$ cat src/rtl/tcp_event_sched.sv
// Event scheduler and SYN/FIN retransmit / TIME_WAIT timer in front of the TCP connection FSM.
// Grants at most one source (rx segment or app command) per cycle and turns it into FSM input pulses.
module tcp_event_sched #(
  parameter int RETX_CYCLES = 1000,
  parameter int TW_CYCLES   = 4000,
  parameter int MAX_RETRY   = 3,
  parameter int CNT_W       = 16
) (
  input  logic       clk,
  input  logic       rst,
  input  logic       app_valid,
  input  logic [1:0] app_cmd,
  output logic       app_ready,
  input  logic       rx_valid,
  input  logic [3:0] rx_flags,
  output logic       rx_ready,
  output logic       a_opn,
  output logic       p_opn,
  output logic       cls,
  output logic       send_data,
  output logic       SYN_i,
  output logic       ACK_i,
  output logic       FIN_i,
  output logic       RST_i,
  output logic       timo_strb,
  input  logic       SYN_o,
  input  logic       ACK_o,
  input  logic       FIN_o,
  input  logic       RST_o,
  output logic       retx_o,
  output logic       retx_fin_o
);

  localparam int RET_W = (MAX_RETRY < 1) ? 1 : $clog2(MAX_RETRY + 1);
  localparam logic [CNT_W-1:0] RETX_LOAD = CNT_W'(RETX_CYCLES - 1);
  localparam logic [CNT_W-1:0] TW_LOAD   = CNT_W'(TW_CYCLES - 1);
  localparam logic [RET_W-1:0] RETRY_MAX = RET_W'(MAX_RETRY);

  // rx_flags bit positions: {SYN,ACK,FIN,RST}
  localparam int F_ACK = 2;
  localparam int F_FIN = 1;
  localparam int F_RST = 0;

  localparam logic [1:0] CMD_CLS = 2'd2;

  typedef enum logic [1:0] {IDLE, RETX, TW, TIMO_PEND} mode_e;

  mode_e              mode_q, mode_d;
  logic [CNT_W-1:0]   cnt_q, cnt_d;
  logic [RET_W-1:0]   retries_q, retries_d;
  logic               fin_q, fin_d;
  logic               ptr_app_q, ptr_app_d;
  logic               grant_rx, grant_app;
  logic               retx_fire;
  logic               fsm_busy;
  logic               rx_rst, rx_fin, rx_ack, app_cls;

  // State register
  always_ff @(posedge clk) begin
    // NOTE: non-blocking assignments so every register samples the same pre-edge values.
    if (rst) begin
      mode_q    <= IDLE;
      cnt_q     <= '0;
      retries_q <= '0;
      fin_q     <= 1'b0;
      ptr_app_q <= 1'b0;
    end else begin
      mode_q    <= mode_d;
      cnt_q     <= cnt_d;
      retries_q <= retries_d;
      fin_q     <= fin_d;
      ptr_app_q <= ptr_app_d;
    end
  end

  // Arbitration: a pending timeout blocks both sources, otherwise round-robin.
  always_comb begin
    // NOTE: every comb output gets a default first so no path infers a latch.
    grant_rx  = 1'b0;
    grant_app = 1'b0;
    if (!rst && mode_q != TIMO_PEND) begin
      if (ptr_app_q) begin
        grant_app = app_valid;
        grant_rx  = rx_valid & ~app_valid;
      end else begin
        grant_rx  = rx_valid;
        grant_app = app_valid & ~rx_valid;
      end
    end
  end

  assign fsm_busy = SYN_o | ACK_o | FIN_o | RST_o;
  assign rx_rst   = grant_rx & rx_flags[F_RST];
  assign rx_fin   = grant_rx & rx_flags[F_FIN];
  assign rx_ack   = grant_rx & rx_flags[F_ACK];
  assign app_cls  = grant_app & (app_cmd == CMD_CLS);

  // Next-state: timer rules in strict priority order, so a reload always beats an expiry.
  always_comb begin
    mode_d    = mode_q;
    cnt_d     = cnt_q;
    retries_d = retries_q;
    fin_d     = fin_q;
    retx_fire = 1'b0;
    ptr_app_d = ptr_app_q;
    if (grant_rx)       ptr_app_d = 1'b1;
    else if (grant_app) ptr_app_d = 1'b0;

    if (RST_o || rx_rst) begin
      mode_d    = IDLE;
      retries_d = '0;
    end else if (SYN_o || FIN_o) begin
      mode_d    = RETX;
      cnt_d     = RETX_LOAD;
      retries_d = '0;
      fin_d     = FIN_o;
    end else if (ACK_o && rx_fin) begin
      mode_d = TW;
      cnt_d  = TW_LOAD;
    end else if (rx_ack && mode_q == RETX) begin
      mode_d    = IDLE;
      retries_d = '0;
    end else if (app_cls && !fsm_busy && mode_q == RETX) begin
      mode_d = IDLE;
    end else if (mode_q == RETX && cnt_q == '0) begin
      if (retries_q < RETRY_MAX) begin
        retx_fire = 1'b1;
        retries_d = retries_q + RET_W'(1);
        cnt_d     = RETX_LOAD;
      end else begin
        mode_d = TIMO_PEND;
      end
    end else if (mode_q == TW && cnt_q == '0) begin
      mode_d = TIMO_PEND;
    end else if (mode_q == TIMO_PEND) begin
      mode_d    = IDLE;
      retries_d = '0;
    end else if (mode_q == RETX || mode_q == TW) begin
      cnt_d = cnt_q - CNT_W'(1);
    end
  end

  // Outputs. timo_strb depends on state only, so the FSM's same-cycle reaction cannot loop back.
  always_comb begin
    app_ready  = grant_app;
    rx_ready   = grant_rx;
    a_opn      = grant_app & (app_cmd == 2'd0);
    p_opn      = grant_app & (app_cmd == 2'd1);
    cls        = app_cls;
    send_data  = grant_app & (app_cmd == 2'd3);
    {SYN_i, ACK_i, FIN_i, RST_i} = grant_rx ? rx_flags : 4'b0000;
    timo_strb  = ~rst & (mode_q == TIMO_PEND);
    retx_o     = ~rst & retx_fire;
    retx_fin_o = ~rst & retx_fire & fin_q;
  end

endmodule
$ cat config.mk
export PLATFORM = sky130hd
export DESIGN_NAME = tcp_event_sched
export DESIGN_NICKNAME = d
export VERILOG_FILES = /design/src/rtl/tcp_event_sched.sv
export SDC_FILE = /design/constraint.sdc
export NUM_CORES = 1
export LEC_CHECK = 0
export ABC_AREA = 1
export ABC_CLOCK_PERIOD_IN_PS = 3530
export CORE_ASPECT_RATIO = 0.9
export CORE_MARGIN = 2
export CORE_UTILIZATION = 59
export CTS_CLUSTER_SIZE = 40
export DETAILED_ROUTE_END_ITERATION = 8
export PLACE_DENSITY = 0.92
export SYNTH_ARGS = -nofsm -noshare
export SYNTH_HDL_FRONTEND = slang
export SYNTH_SLANG_ARGS = --single-unit
$ cat constraint.sdc
create_clock -name clk -period 3.53 [get_ports clk]
set_input_delay 0.706 -clock clk [delete_from_list [all_inputs] [get_ports clk]]
set_output_delay 0.706 -clock clk [all_outputs]
set_load 0.05 [all_outputs]
Word-level counts from Yosys, hierarchy flattened:

Index checks and enable logic that the tools add are counted.
W data, S select, Z words.

* output and inout port bits: 13
* register bits: 22
* input bits: 14
* logic and storage cells: 108

* add/subtract/negate cells: 2
* reductions and logical operators: 26
* bitwise operators: 20
* magnitude comparators: 1
* multiplexer cells: 36
* eq/ne operators: 17

Operators by type and width (number)
* $mux W16: 9
* $mux W2: 12
* $logic_not A16 Y1: 1
* $sub A16 B1 Y16 const B: 1
* $mux W1: 14
* $and A1 B1 Y1: 12
* $ne A3 B3 Y1 const B: 3
* $eq A2 B2 Y1 const B: 4
* $ne A4 B4 Y1 const B: 2
* $logic_and A1 B1 Y1: 7
* $reduce_and A7 Y1: 1
* $reduce_bool A7 Y1: 1
* $ne A6 B6 Y1 const B: 1
* $reduce_and A2 Y1: 3
* $reduce_bool A6 Y1: 1
* $ne A5 B5 Y1 const B: 1
* $not A1 Y1: 5
* $reduce_and A5 Y1: 1
* $eq A2 B1 Y1 const B: 2
* $mux W4: 1
* $ne A2 B2 Y1 const B: 2
* $ne A4 B3 Y1 const B: 1
* $reduce_bool A4 Y1: 1
* $logic_or A1 B1 Y1: 3
* 10 further kinds: 13

Depth between registers and ports, before layout:

Gate-level depths: netlist of run 1.

* depth after elaboration: 14
* mapped depth: 12
* gate-level depth less buffers: 12

Worst setup path before layout of run 1:

Ideal clock, no wire load.

* path type: in2out
* from: input port app_valid
* to: output port retx_fin_o
* stages: 9
* data required time: 2824 ps
* setup slack: 254 ps
* arrival: 2570 ps
* cell sequence: nand2_1 -> nand3_4 -> nor2_4 -> nand2_4 -> nand2_1 -> nor2_1 -> inv_1 -> nor3_2 -> and2_1

* word-level cells in the longest chain between the ends: 13

RTL lines
* from (decl): line 11 `input logic app_valid,`
* $and A1 B1 Y1: line 87 `grant_app = app_valid & ~rx_valid;`
* $mux W1: line 82 `if (ptr_app_q) begin`
* $mux W1: line 81 `if (!rst && mode_q != TIMO_PEND) begin`
* $and A1 B1 Y1: line 96 `assign app_cls = grant_app & (app_cmd == CMD_CLS);`
* $logic_and A1 B1 Y1 (2 in a row): line 123 `end else if (app_cls && !fsm_busy && mode_q == RETX) begin`
* $mux W1: line 123
* $mux W1: line 120 `end else if (rx_ack && mode_q == RETX) begin`
* $mux W1: line 117 `end else if (ACK_o && rx_fin) begin`
* $mux W1: line 112 `end else if (SYN_o || FIN_o) begin`
* $mux W1 *: line 109 `if (RST_o || rx_rst) begin`
* $and A1 B1 Y1 *
* net retx_o: line 30 `output logic retx_o,`
* $and A1 B1 Y1 *: line 154 `retx_fin_o = ~rst & retx_fire & fin_q;`
* to (decl): line 31 `output logic retx_fin_o`

Mark *: on every way through the listed nets, which the timed path passes. The rest lies on a longest branch.

Final worst setup path of run 1:

* from: input port app_valid
* to: output port retx_fin_o

* word-level cells in the longest chain between the ends: 13

RTL lines (line)
* $and A1 B1 Y1: 87
* $mux W1: 82
* $mux W1: 81
* $and A1 B1 Y1: 96
* $logic_and A1 B1 Y1 (2 in a row): 123
* $mux W1: 123
* $mux W1: 120
* $mux W1: 117
* $mux W1: 112
* $mux W1 *: 109
* $and A1 B1 Y1 * (2 in a row): 154

Every way passes the cells marked *; elsewhere a longest branch is shown, timed or not.

==> results.sh, run 1 <==
export IMPL_status="finished clean"
export IMPL_overflow=0
export IMPL_ys_ff_latch=22
export IMPL_maxCapViolCount=0
export IMPL_final_setup_skew_ns=0.00263
export IMPL_yosys_area_share_simple=0.534
export IMPL_cp_data_arrival_time_ns=2.60
export IMPL_ios=27
export IMPL_cts_sinks=22
export IMPL_synth_warnings=0
export IMPL_min_period_over_period=0.935
export IMPL_max_stage_delay_ns=0.54
export IMPL_fin_hold_ws_ns=0.487
export IMPL_drtIter0Drc=116
export IMPL_final_max_slew_viol_count=0
export IMPL_synthXorXnorAreaFrac=0.0322
export IMPL_fillCellCount=241
export IMPL_r2r_end="cnt_q[2]$_SDFFE_PP0P_"
export IMPL_hold_depth=2
export IMPL_hold_violations=0
export IMPL_start_util=0.621
export IMPL_synth_edf_count=0
export IMPL_yosys_area_top_type="dfxtp_1"
export IMPL_dieHeight_um=57.9
export IMPL_synth_cell_area_um2=1900
export IMPL_viasPerCell=5.23
export IMPL_drive_gt1_frac=0.167
export IMPL_vias=1941
export IMPL_critPathSlowestCell="clkdlybuf4s50_1"
export IMPL_antenna_cells=0
export IMPL_rsz0062_at_grt="false"
export IMPL_synth_top_family_by_area="simple AND/OR/NAND/NOR gates"
export IMPL_place_congestion=0.920
export IMPL_antenna_found_initial=0
export IMPL_wl_um=4380
export IMPL_worstPathRequired_ns=2.82
export IMPL_syn_to_final_growth_pct=17.5
export IMPL_r2r_slack_ns=1.27
export IMPL_hold_end="ptr_app_q$_SDFFE_PP0P_"
export IMPL_syn_avg_cell_area_um2=6.30
export IMPL_synth_nets=323
export IMPL_final_cell_mix="nand2_1 (73), nor2_1 (52), inv_1 (34)"
export IMPL_grt_pass1_vias=1653
export IMPL_cp_common_cell="nand2_1"
export IMPL_syn_inst=302
export IMPL_min_delay_start="ptr_app_q$_SDFFE_PP0P_"
export IMPL_cts_root_buf="clkbuf_4"
export IMPL_stdcell_count=371
export IMPL_rows=19
export IMPL_peakVddDrop_mv=0.308
export IMPL_cts_hold_buf=0
export IMPL_clk_pin_slew_ns=0.13
export IMPL_postCtsSetupBuffers=0
export IMPL_seq_area_frac_synth=0.231
export IMPL_drc=0
export IMPL_synthMuxAreaShare=0
export IMPL_tritoncts="yes"
export IMPL_r2r_start="mode_q[0]$_SDFFE_PP0P_"
export IMPL_final_antenna_net_count=0
export IMPL_final_util=0.729
export IMPL_place_inst=367
export IMPL_endpoint_kind="primary output"
export IMPL_grt_total_usage=0.251
export IMPL_setup_viol=0
export IMPL_clk_latency_ns=0.33
export IMPL_die_width_um=63.9
export IMPL_cts_resized_gates=0
export IMPL_cp_cell_sequence="clkdlybuf4s50_1, nand2_1, nand3_4, nor2_4, nand2_4, nand2_1, nor2_1, inv_1, nor3_2, and2_1, buf_12"
export IMPL_power_density_nw_per_um2=327
export IMPL_place_hpwl_um=3430
export IMPL_synth_top_cell_area_share=0.231
export IMPL_maxSlewHeadroom=0.636
export IMPL_nets=351
export IMPL_synth_fa_ha_area_frac=0.0460
export IMPL_fmax_mhz=303
export IMPL_tightest_slew_ns=0.545
export IMPL_critical_path_class="primary input to primary output"
export IMPL_finalCriticalPeriod_ns=3.30
export IMPL_reg2regPathDepth=12
export IMPL_design_die_area_um2=3700
export IMPL_async_reset_ff_frac=0
export IMPL_final_common_cell="nand2_1"
export IMPL_synth_compound_area_share=0.0625
export IMPL_synth_ff_type="dfxtp_1"
export IMPL_fp_coreArea_um2=3070
export IMPL_clockBufferDepth=2
export IMPL_wl_per_cell_um=11.8
export IMPL_cts_made_buffers=3
export IMPL_finalSetupTns_ns=0
export IMPL_grt_max_degree=17
export IMPL_yosysUniqueCellTypes=32
export IMPL_path_max_fanout=7
export IMPL_p_leak_nw=1.08
export IMPL_hp_class="register to register"
export IMPL_firstDrtPassIters=4
export IMPL_port_buffers=26
export IMPL_htreeDepth=1
export IMPL_synth_area_leaders="dfxtp_1 (23%), nand2_1 (14%), nor2_1 (10%), nand3_1 (7.9%), nor2_2 (7.2%)"
export IMPL_cp_start_kind="primary input"
export IMPL_grt_pass1_wl_um=7420
## final cells by class
type                            instances  area, um2  share of cell area
Clock inverter                          1       30.0              0.0134
Sequential cell                        22        440               0.197
Tap cell                               42       52.6              0.0235
Inverter                               35        134              0.0599
Clock buffer                            3       22.5              0.0101
Timing Repair Buffer                   28        273               0.122
Multi-Input combinational cell        240       1280               0.574
## per-stage QoR
step	power [mW]	worst slack (ns)	cell area (um2)
floorplan	0.478	0.254	1900
global placement	0.528	0.335	2180
detailed placement	0.533	0.228	2180
CTS	0.737	0.217	2240
global route	0.777	0.0769	2240
finish	0.732	0.228	2240
## report_power, final
group          total, mW  leakage, nW  switching (mW)  internal [mW]
Clock              0.200       0.0279          0.0853          0.115
Sequential         0.287        0.181          0.0209          0.266
Combinational      0.245        0.874           0.154         0.0910
## cells in the mapped netlist (2+ instances only)
cell	instances
nor2_4	4
nand3b_1	5
a21oi_1	11
nand2_1	73
xnor2_1	4
o21bai_1	2
nand4_1	5
nand3_4	3
nor2_2	22
nor2_1	52
nor3_1	5
inv_1	34
dfxtp_1	22
nand2_2	2
ha_1	7
xor2_1	3
nand3_1	30
buf_2	2
o21ai_0	2
nand2_4	2
## flip-flops by register name, indices dropped and copies added (netlist names)
register / flops
cnt_q: 16
fin_q: 1
mode_q: 2
ptr_app_q: 1
retries_q: 2
## routing by layer
layer  track usage  routed length [um]
met1         0.356                2070
met2         0.400                1990
met3        0.0311                 268
met4        0.0776                  48
met5             0                   0
## critical path, delay by kind of cell
family                 cells  cell delay [ns]
AND/OR/NAND/NOR            8             1.11
buffers and inverters      3             0.76
## worst max path at each step
stage                      end  cells after the start  slack [ns]       from
CTS                 retx_fin_o                     11        0.22  app_valid
finish              retx_fin_o                     11        0.23  app_valid
global placement    retx_fin_o                     11        0.33  app_valid
global route        retx_fin_o                     11        0.08  app_valid
floorplan           retx_fin_o                      9        0.25  app_valid
detailed placement  retx_fin_o                     11        0.23  app_valid
## cells by family (layout without fill, tap and decap cells)
group,count (synthesis),count (layout)
AND/OR/NAND/NOR,207,207
buffers and inverters,40,67
flip-flops,22,22
AO/OA/AOI/OAI,19,19
adder cells (fa/ha/maj),7,7
XOR/XNOR,7,7
(Power assumes the default switching activity.)
==> run 2, diff against run 1 <==
Settings changed: CAP_MARGIN from default to 30.
==> results of run 2 <==
Same layout as run 1: the final DEF is identical, and so are final timing and power.
==> run 3, diff against run 2 <==
Settings changed: CORE_ASPECT_RATIO 0.9 to default.
==> run 3 against run 2 <==
Combinational power barely moved. Global-route usage increased by 1.2 points. Clock power rose by 3%. Clock skew grew 0.0059 ns. Critical endpoint unchanged.
==> results.sh, run 3 (same netlist as run 1, synthesis figures left out) <==
export IMPL_peakVddDrop_mv=0.232
export IMPL_drtIter0Drc=90
export IMPL_maxSlewHeadroom=0.606
export IMPL_design_die_area_um2=3700
export IMPL_startpoint="app_valid"
export IMPL_critPathSlowestCell="clkdlybuf4s50_1"
export IMPL_worstPathRequired_ns=2.82
export IMPL_place_inst=369
export IMPL_r2r_slack_ns=1.30
export IMPL_ios=27
export IMPL_place_congestion=0.944
export IMPL_wl_um=4450
export IMPL_r2r_start="mode_q[0]$_SDFFE_PP0P_"
export IMPL_min_period_over_period=0.919
export IMPL_cts_resized_gates=0
export IMPL_endpoint_kind="primary output"
export IMPL_power_share_clock=0.280
export IMPL_cts_root_buf="clkbuf_4"
export IMPL_power_share_combinational=0.331
export IMPL_viasPerCell=5.36
export IMPL_final_max_slew_viol_count=0
export IMPL_maxCapViolCount=0
export IMPL_syn_to_final_growth_pct=17.6
export IMPL_top_regs="cnt_q: 16 flops, mode_q: 2 flops, retries_q: 2 flops"
export IMPL_p_int_mw=0.472
export IMPL_tightest_slew_ns=0.591
export IMPL_place_hpwl_um=3370
export IMPL_wl_per_cell_um=11.9
export IMPL_final_antenna_net_count=0
export IMPL_cts_hold_buf=0
export IMPL_cp_start_kind="primary input"
export IMPL_final_cell_mix="nand2_1 (73), nor2_1 (52), inv_1 (34)"
export IMPL_seq_area_um2=440
export IMPL_final_setup_skew_ns=0.00849
export IMPL_hp_class="register to register"
export IMPL_finalPower_mw=0.737
export IMPL_final_common_cell="nand2_1"
export IMPL_max_stage_delay_ns=0.53
export IMPL_multi_input_area_um2=1280
export IMPL_critPathTopFamily="simple AND/OR/NAND/NOR gates"
export IMPL_cp_data_arrival_time_ns=2.54
export IMPL_nets=351
export IMPL_fmax_mhz=308
export IMPL_setup_viol=0
export IMPL_largest_reg_flops=16
export IMPL_cts_sinks=22
export IMPL_reg2regPathDepth=12
export IMPL_switching_share=0.360
export IMPL_critical_path_class="primary input to primary output"
export IMPL_largest_register="cnt_q"
export IMPL_clk_pin_slew_ns=0.13
export IMPL_r2r_end="cnt_q[9]$_SDFFE_PP0P_"
export IMPL_grt_total_usage=0.263
export IMPL_dpl_cell_area_um2=2190
export IMPL_cts_made_buffers=3
export IMPL_worstSetupEndpoint="retx_fin_o"
export IMPL_start_util=0.623
export IMPL_seqPwrFrac=0.390
export IMPL_path_max_fanout=7
export IMPL_die_width_um=60.8
export IMPL_overflow=0
export IMPL_hold_depth=2
export IMPL_cp_depth=11
export IMPL_dieHeight_um=60.8
export IMPL_grt_pass1_vias=1725
export IMPL_finalSetupTns_ns=0
export IMPL_finalCriticalPeriod_ns=3.25
export IMPL_antenna_cells=0
export IMPL_clk_latency_ns=0.33
export IMPL_fillCellCount=263
export IMPL_final_util=0.733
export IMPL_tritoncts="yes"
export IMPL_crit_buf_inv=3
export IMPL_port_buffers=26
export IMPL_grt_max_degree=17
export IMPL_power_density_nw_per_um2=329
export IMPL_hold_violations=0
export IMPL_fin_area_um2=2240
export IMPL_p_sw_mw=0.265
export IMPL_fp_coreArea_um2=3050
export IMPL_postCtsSetupBuffers=0
export IMPL_grt_pass1_wl_um=7400
export IMPL_firstDrtPassIters=4
export IMPL_cp_common_cell="nand2_1"
export IMPL_drc=0
export IMPL_clockBufferDepth=2
export IMPL_stdcell_count=373
export IMPL_rows=20
export IMPL_status="finished clean"
export IMPL_antenna_found_initial=0
export IMPL_drive_gt1_frac=0.167
export IMPL_htreeDepth=1
export IMPL_p_leak_nw=1.08
export IMPL_cp_cell_sequence="clkdlybuf4s50_1, nand2_1, nand3_4, nor2_4, nand2_4, nand2_1, nor2_1, inv_1, nor3_2, and2_1, buf_12"
export IMPL_rsz0062_at_grt="false"
export IMPL_vias=1998
==> run 3: cell counts in the layout (fill, tap and decap cells not counted) <==
Identical to the previous run, type by type.
==> run 3: worst min-delay path by stage <==
stage                                 startpoint                      to  slack, ns
final                     ptr_app_q$_SDFFE_PP0P_  ptr_app_q$_SDFFE_PP0P_       0.49
after global routing      ptr_app_q$_SDFFE_PP0P_  ptr_app_q$_SDFFE_PP0P_       0.51
after CTS                 ptr_app_q$_SDFFE_PP0P_  ptr_app_q$_SDFFE_PP0P_       0.49
after detailed placement  ptr_app_q$_SDFFE_PP0P_  ptr_app_q$_SDFFE_PP0P_       0.48
after global placement     cnt_q[1]$_SDFFE_PP0P_   cnt_q[1]$_SDFFE_PP0P_       0.47
after floorplan           ptr_app_q$_SDFFE_PP0P_  ptr_app_q$_SDFFE_PP0P_       0.45
==> run 3: layout make-up <==
cell class,instances,area share
multi-input cells,240,0.574
flip-flops and latches,22,0.197
repair buffers,28,0.122
inverters,35,0.0598
well taps,44,0.0246
clock inverters,1,0.0134
clock buffers,3,0.0101
==> run 3: worst min-delay path: stages, from the launching register on <==
cell and delay (ns):
dfxtp_1 0.35, nand2_1 0.06, a21oi_1 0.05
==> run 3: through the flow <==
step                worst slack, ns  hold slack [ns]
floorplan                     0.254            0.448
global route                  0.114            0.515
global placement              0.329            0.468
finish                        0.284            0.488
CTS                           0.289            0.495
detailed placement            0.292            0.476
==> run 3: power by group through the flow <==
stage | Clock, mW | Sequential (mW) | Combinational [mW]
finish | 0.206 | 0.287 | 0.244
floorplan | 0 | 0.287 | 0.192
detailed placement | 0 | 0.292 | 0.241
CTS | 0.206 | 0.286 | 0.243
global route | 0.214 | 0.290 | 0.273
global placement | 0 | 0.291 | 0.237
==> run 3: metal layers <==
metal | up-vias | track usage | part of all wire
li1 | 1005 | - | -
met1 | 914 | 0.357 | 0.45
met2 | 68 | 0.422 | 0.46
met3 | 11 | 0.0384 | 0.069
met4 | 0 | 0.0994 | 0.018
met5 | - | 0 | 0
